<file path="src/rtl/fifo_word32_pkg.sv">
// Shared word-path defaults for the byte-to-word mux and the word FIFO behind it.
package fifo_word32_pkg;

  localparam int WORD_W        = 32;
  localparam int FIFO_DEPTH    = 4;
  localparam int FIFO_AF_LEVEL = 3;
  localparam int FIFO_AE_LEVEL = 1;

  typedef struct packed {
    logic full;
    logic empty;
    logic almost_full;
    logic almost_empty;
  } fifo_flags_t;

endpackage

</file>
<file path="src/rtl/fifo_mem_word32.sv">
// FIFO storage: one write port, one registered read port; array itself is not reset.
module fifo_mem_word32 #(
  parameter int WIDTH = 32,
  parameter int DEPTH = 4,
  parameter int AW    = $clog2(DEPTH)
) (
  input  logic             clk_i,
  input  logic             rst_ni,
  input  logic             we_i,
  input  logic [AW-1:0]    waddr_i,
  input  logic [WIDTH-1:0] wdata_i,
  input  logic             re_i,
  input  logic [AW-1:0]    raddr_i,
  output logic [WIDTH-1:0] rdata_o
);

  logic [WIDTH-1:0] mem_q [DEPTH];
  logic [WIDTH-1:0] rdata_q;

  always_ff @(posedge clk_i) begin
    if (we_i) mem_q[waddr_i] <= wdata_i;
  end

  // Read-before-write on a shared address: a pop from a full FIFO sees the old word.
  always_ff @(posedge clk_i or negedge rst_ni) begin
    if (!rst_ni)   rdata_q <= '0;
    else if (re_i) rdata_q <= mem_q[raddr_i];
  end

  assign rdata_o = rdata_q;

endmodule

</file>
<file path="src/rtl/fifo_word32.sv">
// Word FIFO behind the 8-to-32 mux: pointers, occupancy, flags and sticky overflow.
module fifo_word32
  import fifo_word32_pkg::*;
#(
  parameter int WIDTH    = WORD_W,
  parameter int DEPTH    = FIFO_DEPTH,
  parameter int AF_LEVEL = FIFO_AF_LEVEL,
  parameter int AE_LEVEL = FIFO_AE_LEVEL
) (
  input  logic                       clk_f,
  input  logic                       reset_L,
  input  logic [WIDTH-1:0]           data_in,
  input  logic                       valid_in,
  input  logic                       pop,
  output logic [WIDTH-1:0]           data_out,
  output logic                       valid_out,
  output logic                       full,
  output logic                       empty,
  output logic                       almost_full,
  output logic                       almost_empty,
  output logic [$clog2(DEPTH):0]     count,
  output logic                       overflow_err
);

  localparam int AW = $clog2(DEPTH);
  localparam int CW = AW + 1;
  localparam logic [CW-1:0] DEPTH_C = CW'(DEPTH);
  localparam logic [CW-1:0] AF_C    = CW'(AF_LEVEL);
  localparam logic [CW-1:0] AE_C    = CW'(AE_LEVEL);

  logic [AW-1:0] wr_ptr_q, wr_ptr_d;
  logic [AW-1:0] rd_ptr_q, rd_ptr_d;
  logic [CW-1:0] count_q, count_d;
  logic          valid_q;
  logic          ovf_q, ovf_d;
  logic          push_acc, pop_acc;
  fifo_flags_t   flags;

  // Flags come only from the registered count, never from this cycle's inputs.
  always_comb begin
    flags.full         = (count_q == DEPTH_C);
    flags.empty        = (count_q == '0);
    flags.almost_full  = (count_q >= AF_C);
    flags.almost_empty = (count_q <= AE_C);
  end

  assign pop_acc  = pop && !flags.empty;
  assign push_acc = valid_in && (!flags.full || pop_acc);

  always_comb begin
    wr_ptr_d = wr_ptr_q;
    rd_ptr_d = rd_ptr_q;
    count_d  = count_q;
    ovf_d    = ovf_q;
    if (push_acc) wr_ptr_d = wr_ptr_q + AW'(1);
    if (pop_acc)  rd_ptr_d = rd_ptr_q + AW'(1);
    case ({push_acc, pop_acc})
      2'b10:   count_d = count_q + CW'(1);
      2'b01:   count_d = count_q - CW'(1);
      default: count_d = count_q;
    endcase
    if (valid_in && !push_acc) ovf_d = 1'b1;
  end

  always_ff @(posedge clk_f or negedge reset_L) begin
    if (!reset_L) begin
      wr_ptr_q <= '0;
      rd_ptr_q <= '0;
      count_q  <= '0;
      valid_q  <= 1'b0;
      ovf_q    <= 1'b0;
    end else begin
      wr_ptr_q <= wr_ptr_d;
      rd_ptr_q <= rd_ptr_d;
      count_q  <= count_d;
      valid_q  <= pop_acc;
      ovf_q    <= ovf_d;
    end
  end

  fifo_mem_word32 #(
    .WIDTH (WIDTH),
    .DEPTH (DEPTH),
    .AW    (AW)
  ) u_mem (
    .clk_i   (clk_f),
    .rst_ni  (reset_L),
    .we_i    (push_acc),
    .waddr_i (wr_ptr_q),
    .wdata_i (data_in),
    .re_i    (pop_acc),
    .raddr_i (rd_ptr_q),
    .rdata_o (data_out)
  );

  assign valid_out    = valid_q;
  assign overflow_err = ovf_q;
  assign count        = count_q;
  assign full         = flags.full;
  assign empty        = flags.empty;
  assign almost_full  = flags.almost_full;
  assign almost_empty = flags.almost_empty;

endmodule

</file>
<file path="config.mk">
export PLATFORM = sky130hd
export DESIGN_NAME = fifo_word32
export DESIGN_NICKNAME = d
export VERILOG_FILES = /design/src/rtl/fifo_word32_pkg.sv /design/src/rtl/fifo_mem_word32.sv /design/src/rtl/fifo_word32.sv
export SDC_FILE = /design/constraint.sdc
export NUM_CORES = 1
export LEC_CHECK = 0
export ABC_AREA = 1
export BUFFER_PORTS_ARGS = -buffer_cell sky130_fd_sc_hd__buf_4
export CAP_MARGIN = 40
export CORE_UTILIZATION = 45
export DETAILED_ROUTE_END_ITERATION = 12
export GPL_TIMING_DRIVEN = 0
export HOLD_SLACK_MARGIN = 0.15
export PLACE_DENSITY = 0.66
export SLEW_MARGIN = 5
export SYNTH_ARGS = -nofsm -noshare
export SYNTH_HDL_FRONTEND = slang
export SYNTH_HIERARCHICAL = 1
export SYNTH_SLANG_ARGS = --single-unit
</file>
<file path="constraint.sdc">
create_clock -name clk_f -period 5.26 [get_ports clk_f]
set_clock_uncertainty 0.1 [all_clocks]
set_input_delay 0.789 -clock clk_f [delete_from_list [all_inputs] [get_ports clk_f]]
set_output_delay 0.789 -clock clk_f [all_outputs]
set_load 0.1 [all_outputs]
</file>
==> impl_metrics.env, run 1 <==
export IMPL_yosysWarnings=6
export IMPL_htree_levels=4
export IMPL_stdcell_count=1039
export IMPL_multi_input_area_sq_um=1580
export IMPL_route_detailed_drc=0
export IMPL_vias_per_cell=4.71
export IMPL_syn_to_final_growth_pct=21.1
export IMPL_ctsHoldBuffers=0
export IMPL_hold_class="input pin to async pin"
export IMPL_via_count=4895
export IMPL_grt_pass1_vias=4768
export IMPL_grt_setup_unrepaired="no"
export IMPL_cts_root_buf="clkbuf_16"
export IMPL_finalSetupViolations=0
export IMPL_fin_crit_ns=2.87
export IMPL_hold_viol_final=0
export IMPL_clk_path_buf_depth=2
export IMPL_die_area_sq_um=16500
export IMPL_dp_cells=1007
export IMPL_clk_latency_ns=0.42
export IMPL_synth_avg_cell_area_sq_um=10.1
export IMPL_arrival_ns=2.90
export IMPL_clock_sinks=169
export IMPL_die_h_um=128
export IMPL_status="completed"
export IMPL_ys_ff_latch=169
export IMPL_io_buffers=76
export IMPL_antenna_left=0
export IMPL_most_common_layout_cells="270 x nand2_1, 143 x inv_1, 128 x edfxtp_1"
export IMPL_worst_setup_path_start_kind="flop"
export IMPL_grt_max_degree=42
export IMPL_max_freq_mhz=348
export IMPL_synth_largest_area_cell="edfxtp_1"
export IMPL_fill_cells=1290
export IMPL_synth_top_family_by_area="simple AND/OR/NAND/NOR gates"
export IMPL_place_congestion=0.735
export IMPL_cts_tree="yes"
export IMPL_synth_top_cell_area_share=0.536
export IMPL_final_common_cell="nand2_1"
export IMPL_initial_core_util=0.467
export IMPL_whs_ns=0.261
export IMPL_num_rows=45
export IMPL_synthAdderAreaFrac=0.00872
export IMPL_diodes=0
export IMPL_end_kind="flop"
export IMPL_synth_seq_area_share=0.679
export IMPL_die_x_um=128
export IMPL_grt_pass1_wl_um=23800
export IMPL_clkTransAtPathRegs_ns=0.06
export IMPL_maxCapViolCount=0
export IMPL_wl_per_cell_um=14.7
export IMPL_cts_setup_buffers=0
export IMPL_cts_resized_gates=0
export IMPL_ys_top_cells_by_area="edfxtp_1 54%, dfrtp_1 14%, nand2_1 14%"
export IMPL_muxShareOfSynthArea=0
export IMPL_synth_compound_area_frac=0.00366
export IMPL_drtIter0Drc=307
export IMPL_drive_above_1_share=0.188
export IMPL_worstSetupPathType="flop to flop"
export IMPL_pin_count=77
export IMPL_cts_buffers=17
export IMPL_post_route_period_util=0.546
export IMPL_synth_nets=748
export IMPL_gr_total_overflow=0
export IMPL_final_seq_area_sq_um=4870
export IMPL_track_usage=0.198
export IMPL_max_slew_worst_pin_slew_ns=0.807
export IMPL_slew_limit_headroom=0.459
export IMPL_finalNetCount=856
export IMPL_first_pass_iters=5
export IMPL_cp_required_ns=5.29
export IMPL_mappedNetlistArea_sq_um=7170
export IMPL_routed_wl_um=15300
export IMPL_hpwl_um=10100
export IMPL_core_sq_um=15400
export IMPL_synth_simple_area_share=0.201
export IMPL_cp_max_fo=9
export IMPL_synth_xor_area_frac=0.00366
export IMPL_antenna_found_initial=0
export IMPL_netlist_instances=707
export IMPL_final_max_slew_violation_count=0
export IMPL_synth_cell_types=22
==> metal layers <==
layer	routed length [um]	up-vias	GRT usage	part of all wire
met5	0	-	0	0
met4	232	0	0.0740	0.015
met3	854	15	0.0455	0.056
met2	7720	151	0.333	0.51
met1	6470	2331	0.249	0.42
li1	-	2398	-	-
==> cells by family after synthesis <==
group                      after synthesis
xor gates and xnor gates                 3
adders and majority gates                5
AOI/OAI and AO/OA                        4
DFF                                    169
buffers and inverters                  172
and+or+nand+nor                        354
==> state kept, by name, indices dropped and copies added, names as in the netlist <==
name / flops
u_mem/mem_q: 128
u_mem/rdata_o: 32
overflow_err: 1
count: 3
wr_ptr_q: 2
valid_out: 1
rd_ptr_q: 2
==> final cells by class <==
class                      count  share of cell area
buffer                        27              0.0230
clock buffer                  17              0.0490
clock inverter                15              0.0144
inverter                     145              0.0626
multi-input combinational    366               0.182
sequential                   169               0.560
tap                          211              0.0304
timing repair buffer          89              0.0782
==> path summary, 6_finish.rpt <==
kind / slack (ns) / startpoint / end / depth (start not counted)
setup / recovery: 2.39 / count[0] / u_mem/mem_q[2][11] / 9
hold / removal: 0.26 / reset_L / u_mem/rdata_o[2] / 1
setup reg to reg: 2.39 / count[0] / u_mem/mem_q[2][11] / 9
hold reg to reg: 0.38 / u_mem/rdata_o[21] / u_mem/rdata_o[21] / 2
max in group asynchronous: 4.41 / reset_L / rd_ptr_q[0] / 1
min in group clk_f: 0.38 / u_mem/rdata_o[21] / u_mem/rdata_o[21] / 2
==> critical path, stage by stage (launching register included) <==
cell and delay, ns:
dfrtp_1 0.42, inv_1 0.13, ha_1 0.29, nand3_1 0.14, nand2_1 0.08, inv_1 0.10, inv_1 0.11, nor3_2 0.63
buf_4 0.33, buf_4 0.23
==> synth_stat cells (all sizes together) <==
library cell,n
o21ai,1
nand3,73
edfxtp,128
ha,5
a21oi,2
inv,145
nand2,271
nor2,5
dfrtp,41
or2,1
o21bai,1
buf,26
clkbuf,1
xnor2,2
nor3,4
xor2,1
==> stage by stage <==
| stage | cell area [sq um] | utilization | setup WS, ns | setup TNS (ns) |
|---|---|---|---|---|
| floorplan | 7170 | - | 0.633 | 0 |
| global placement | 8010 | 0.521 | -0.764 | -86.09 |
| detailed placement | 8140 | 0.529 | 2.27 | 0 |
| CTS | 8690 | 0.565 | 2.31 | 0 |
| global route | 8690 | 0.565 | 2.15 | 0 |
| finish | 8690 | 0.565 | 2.39 | 0 |
Power of run 1 is left out: the tool's default activity adds up to more than one toggle a clock period on the data nets, which glitch-free logic cannot reach.
==> run 2, diff against run 1 <==
PLACE_DENSITY = 0.68   (was 0.66)
clock period = 2.51 ns   (was 5.26 ns; I/O delays follow)
==> impl_metrics.env, run 2 (synthesis gave the netlist of run 1 again) <==
export IMPL_status="completed"
export IMPL_place_congestion=0.746
export IMPL_regMostFlops="u_mem/mem_q"
export IMPL_cp_required_ns=2.53
export IMPL_max_freq_mhz=416
export IMPL_routed_wl_um=14900
export IMPL_fin_crit_ns=2.40
export IMPL_final_core_util=0.595
export IMPL_fill_cells=1291
export IMPL_gr_total_overflow=0
export IMPL_antenna_left=0
export IMPL_pin_count=77
export IMPL_htree_levels=4
export IMPL_die_x_um=128
export IMPL_die_h_um=128
export IMPL_stdcell_area_sq_um=9150
export IMPL_via_count=4940
export IMPL_syn_to_final_growth_pct=27.5
export IMPL_hold_viol_final=0
export IMPL_grt_pass1_wl_um=23500
export IMPL_final_common_cell="nand2_1"
export IMPL_maxCapViolCount=0
export IMPL_antenna_found_initial=0
export IMPL_largest_register_ffs=128
export IMPL_end_kind="flop"
export IMPL_finalNetCount=884
export IMPL_crit_path_start="count[0]"
export IMPL_cts_tree="yes"
export IMPL_vias_per_cell=4.63
export IMPL_core_sq_um=15400
export IMPL_clk_path_buf_depth=2
export IMPL_grt_setup_unrepaired="no"
export IMPL_grt_pass1_vias=4719
export IMPL_drtIter0Drc=279
export IMPL_first_pass_iters=5
export IMPL_endpoint="u_mem/mem_q[1][11]"
export IMPL_cts_buffers=17
export IMPL_most_common_layout_cells="269 x nand2_1, 139 x inv_1, 128 x edfxtp_1"
export IMPL_drive_above_1_share=0.186
export IMPL_worstSetupPathType="flop to flop"
export IMPL_cts_root_buf="clkbuf_16"
export IMPL_stdcell_count=1066
export IMPL_reg2reg_to="u_mem/mem_q[1][11]"
export IMPL_die_area_sq_um=16500
export IMPL_hold_class="input pin to flop"
export IMPL_clock_sinks=169
export IMPL_reg2regPathDepth=9
export IMPL_num_rows=45
export IMPL_grt_max_degree=42
export IMPL_route_detailed_drc=0
export IMPL_dpl_cell_area_sq_um=8230
export IMPL_io_buffers=76
export IMPL_track_usage=0.196
export IMPL_hpwl_um=9480
export IMPL_max_slew_worst_pin_slew_ns=0.719
export IMPL_final_max_slew_violation_count=0
export IMPL_r2r_slack_ns=0.11
export IMPL_dp_cells=1002
export IMPL_arrival_ns=2.43
export IMPL_whs_ns=0.182
export IMPL_worst_setup_path_start_kind="flop"
export IMPL_clk_latency_ns=0.42
export IMPL_diodes=0
export IMPL_slew_limit_headroom=0.519
export IMPL_worst_r2r_startpoint="count[0]"
export IMPL_wl_per_cell_um=14.0
export IMPL_finalSetupViolations=0
export IMPL_cp_max_fo=13
export IMPL_post_route_period_util=0.958
export IMPL_cts_resized_gates=0
export IMPL_initial_core_util=0.467
export IMPL_clkTransAtPathRegs_ns=0.06
-- run 2: changes by cell type in the layout (fill, tap and decap cells not counted), moves of 2 or more --
cell and delta:
clkbuf_8 +2, clkbuf_1 +2, dfrtp_4 +2, nor3_4 +4, inv_4 +3, inv_6 -3, dfrtp_1 -3, bufinv_16 +2
dlygate4sd3_1 +33, buf_8 +6, inv_1 -4, clkinvlp_4 -3, buf_4 -11, nor3_2 -4
-- run 2: metal layers --
layer  GRT usage  wire length (um)  vias up
met3      0.0426               712       21
met5           0                 0        -
met2       0.326              7320      133
met1       0.241              6580     2326
met4       0.102               303        0
li1            -                 -     2460
-- run 2: critical path: stages, from the launching register on --
cell	delay, ns
dfrtp_4	0.45
inv_4	0.06
ha_4	0.18
nand3_2	0.08
nand2_2	0.07
inv_2	0.08
inv_4	0.06
nor3_4	0.60
buf_16	0.23
buf_8	0.17
-- run 2: timing repair --
item	4_1_cts	5_1_grt
hold endpoints to repair	169	0
hold buffers	33	0
buffers inserted	0	0
-- run 2: worst min-delay path by stage --
stage          startpoint  slack [ns]  cells after the start                to
6_report              pop        0.18                      3         valid_out
3_3_place_gp      reset_L        0.32                      1  u_mem/rdata_o[7]
3_5_place_dp      reset_L        0.32                      1  u_mem/rdata_o[0]
2_1_floorplan     reset_L       -0.02                      0          count[2]
4_1_cts               pop        0.16                      3         valid_out
5_1_grt               pop        0.18                      3         valid_out
-- run 2: metrics by stage --
step	setup TNS, ns	setup slack, ns
3_3_place_gp	-52.46	-0.429
3_5_place_dp	0	0.113
6_report	0	0.106
2_1_floorplan	-0.0723	-0.00113
5_1_grt	0	0.000689
4_1_cts	0	0.0929
-- run 2: area by class of cell --
cell class              instances  area [sq um]  area share
inverters                     145           552      0.0603
multi-input cells             366          1630       0.178
clock buffers                  21           460      0.0503
well taps                     211           264      0.0289
clock inverters                10           126      0.0138
repair buffers                117          1030       0.113
flip-flops and latches        169          4880       0.533
plain buffers                  27           200      0.0219
Power of run 2 is left out for the same reason.
==> run 3, diff against run 2 <==
PLACE_DENSITY = 0.69   (was 0.68)
SYNTH_HIERARCHICAL = not set   (was 1)
==> impl_metrics.env, run 3 <==
export IMPL_end_kind="output port"
export IMPL_status="completed"
export IMPL_wl_per_cell_um=15.8
export IMPL_diodes=0
export IMPL_synth_cell_types=23
export IMPL_num_rows=44
export IMPL_cts_root_buf="clkbuf_16"
export IMPL_track_usage=0.205
export IMPL_core_sq_um=14500
export IMPL_most_common_layout_cells="143 x nand2_1, 132 x nor2_1, 128 x edfxtp_1"
export IMPL_antenna_found_initial=0
export IMPL_antenna_left=0
export IMPL_ys_top_cells_by_area="edfxtp_1 57%, dfrtp_1 15%, nand2_1 8.0%"
export IMPL_cp_max_fo=5
export IMPL_worst_setup_path_start_kind="flop"
export IMPL_final_common_cell="nand2_1"
export IMPL_initial_core_util=0.462
export IMPL_synth_largest_area_cell="edfxtp_1"
export IMPL_place_congestion=0.746
export IMPL_htree_levels=4
export IMPL_regMostFlops="u_mem.mem_q"
export IMPL_clk_path_buf_depth=2
export IMPL_dpl_cell_area_sq_um=7660
export IMPL_cts_setup_buffers=0
export IMPL_gr_total_overflow=0
export IMPL_reg2regPathDepth=6
export IMPL_hpwl_um=9060
export IMPL_drtIter0Drc=300
export IMPL_synthArstFlopShare=0.243
export IMPL_slew_limit_headroom=0.557
export IMPL_grt_pass1_vias=4593
export IMPL_cp_common_cell="inv_1"
export IMPL_die_area_sq_um=15400
export IMPL_netlist_instances=585
export IMPL_cts_tree="yes"
export IMPL_synth_top_cell_area_share=0.572
export IMPL_mappedNetlistArea_sq_um=6720
export IMPL_synth_common_cells="143 x nand2_1, 137 x nor2_1, 128 x edfxtp_1"
export IMPL_synth_edf_count=128
export IMPL_cp_required_ns=2.03
export IMPL_post_route_period_util=0.934
export IMPL_max_slew_worst_pin_slew_ns=0.663
export IMPL_pin_count=77
export IMPL_first_pass_iters=5
export IMPL_yosysWarnings=0
export IMPL_ys_ff_latch=169
export IMPL_syn_to_final_growth_pct=28.7
export IMPL_via_count=4559
export IMPL_yosysMostFrequentCell="nand2_1"
export IMPL_route_detailed_drc=0
export IMPL_final_max_slew_violation_count=0
export IMPL_fin_crit_ns=2.34
export IMPL_largest_register_ffs=128
export IMPL_routed_wl_um=14500
export IMPL_cpMaxStageDelayCell="dfrtp_2"
export IMPL_vias_per_cell=4.98
export IMPL_grt_max_degree=42
export IMPL_synth_main_ff_cell="edfxtp_1"
export IMPL_hold_class="input pin to flop"
export IMPL_final_core_util=0.595
export IMPL_max_freq_mhz=427
export IMPL_io_buffers=76
export IMPL_clk_latency_ns=0.42
export IMPL_synth_seq_area_share=0.725
export IMPL_drive_above_1_share=0.204
export IMPL_synth_nets=630
export IMPL_stdcell_area_sq_um=8650
export IMPL_critical_path_top_delay_family="buffers and inverters"
export IMPL_die_x_um=124
export IMPL_clock_sinks=169
export IMPL_cp_cell_sequence="inv_1 > ha_1 > nand2_1 > inv_1 > buf_4"
export IMPL_worstSetupPathType="flop to output port"
export IMPL_arrival_ns=1.87
export IMPL_grt_pass1_wl_um=22500
export IMPL_path_buf_inv=3
export IMPL_slowest_delay_ns=0.43
export IMPL_finalNetCount=763
export IMPL_synth_avg_cell_area_sq_um=11.5
export IMPL_die_h_um=124
export IMPL_worstHoldPathCells=3
export IMPL_clkTransAtPathRegs_ns=0.06
export IMPL_worst_path_stages=5
export IMPL_maxCapViolCount=0
export IMPL_grt_setup_unrepaired="no"
export IMPL_cts_buffers=17
export IMPL_hold_viol_final=0
export IMPL_finalSetupViolations=0
run 3: changes by cell type in the layout (fill, tap and decap cells not counted), sizes merged, moves of 2 or more:
| cell | before | now |
|---|---|---|
| buf | 110 | 100 |
| bufinv | 3 | 5 |
| clkbuf | 22 | 25 |
| ha | 5 | 9 |
| inv | 145 | 20 |
| nand2 | 271 | 145 |
| nand3 | 73 | 6 |
| nor2 | 5 | 138 |
| nor3 | 4 | 0 |
| o21ai | 1 | 66 |
| xnor2 | 2 | 0 |
run 3: worst register-to-register path, cell delays in order, from the launching register on:
cell and delay [ns]:
dfrtp_2 0.40, inv_1 0.11, ha_1 0.28, nand2_1 0.18
o21ai_4 0.15, nor2_4 0.54, buf_16 0.24
run 3: kinds of logic after synthesis:
logic type	synth area share
AND/OR/NAND/NOR	0.165
flip-flops	0.725
AO/OA/AOI/OAI	0.0561
buffers and inverters	0.0339
adder cells (fa/ha/maj)	0.0168
XOR/XNOR	0.00261
run 3: cell type report:
class / count / area [sq um]
Clock buffer: 18 / 429
Sequential cell: 169 / 4870
Fill cell: 1178 / 5890
Buffer: 27 / 160
Clock inverter: 14 / 219
Tap cell: 184 / 230
Multi-Input combinational cell: 371 / 1650
Inverter: 18 / 67.6
Timing Repair Buffer: 114 / 1010
run 3: per-layer routing:
metal  track usage  routed length (um)
met1         0.244                6050
met4         0.102                 240
met3        0.0440                 791
met2         0.350                7400
met5             0                   0
run 3: final timing paths:
check,startpoint,end,slack (ns)
hold / removal,pop,overflow_err,0.26
max in group asynchronous,reset_L,count[0],1.48
min in group asynchronous,reset_L,overflow_err,0.40
setup / recovery,count[0],full,0.17
hold reg to reg,overflow_err,overflow_err,0.37
setup reg to reg,count[0],u_mem.mem_q[1][31],0.21
run 3: repair_timing:
action	4_1_cts	5_1_grt
resized for setup	0	0
endpoints found under the hold margin	170	0
hold buffers	34	0
run 3: through the flow:
| step | worst slack [ns] | cells | TNS, ns | hold slack, ns |
|---|---|---|---|---|
| after global routing | 0.0415 | 915 | 0 | 0.268 |
| final | 0.167 | 915 | 0 | 0.263 |
| after global placement | -0.0172 | 845 | -0.480 | 0.305 |
| after floorplan | 0.0124 | 585 | 0 | -0.0191 |
| after CTS | 0.149 | 915 | 0 | 0.246 |
| after detailed placement | 0.205 | 849 | 0 | 0.322 |
Power of run 3 is left out for the same reason.
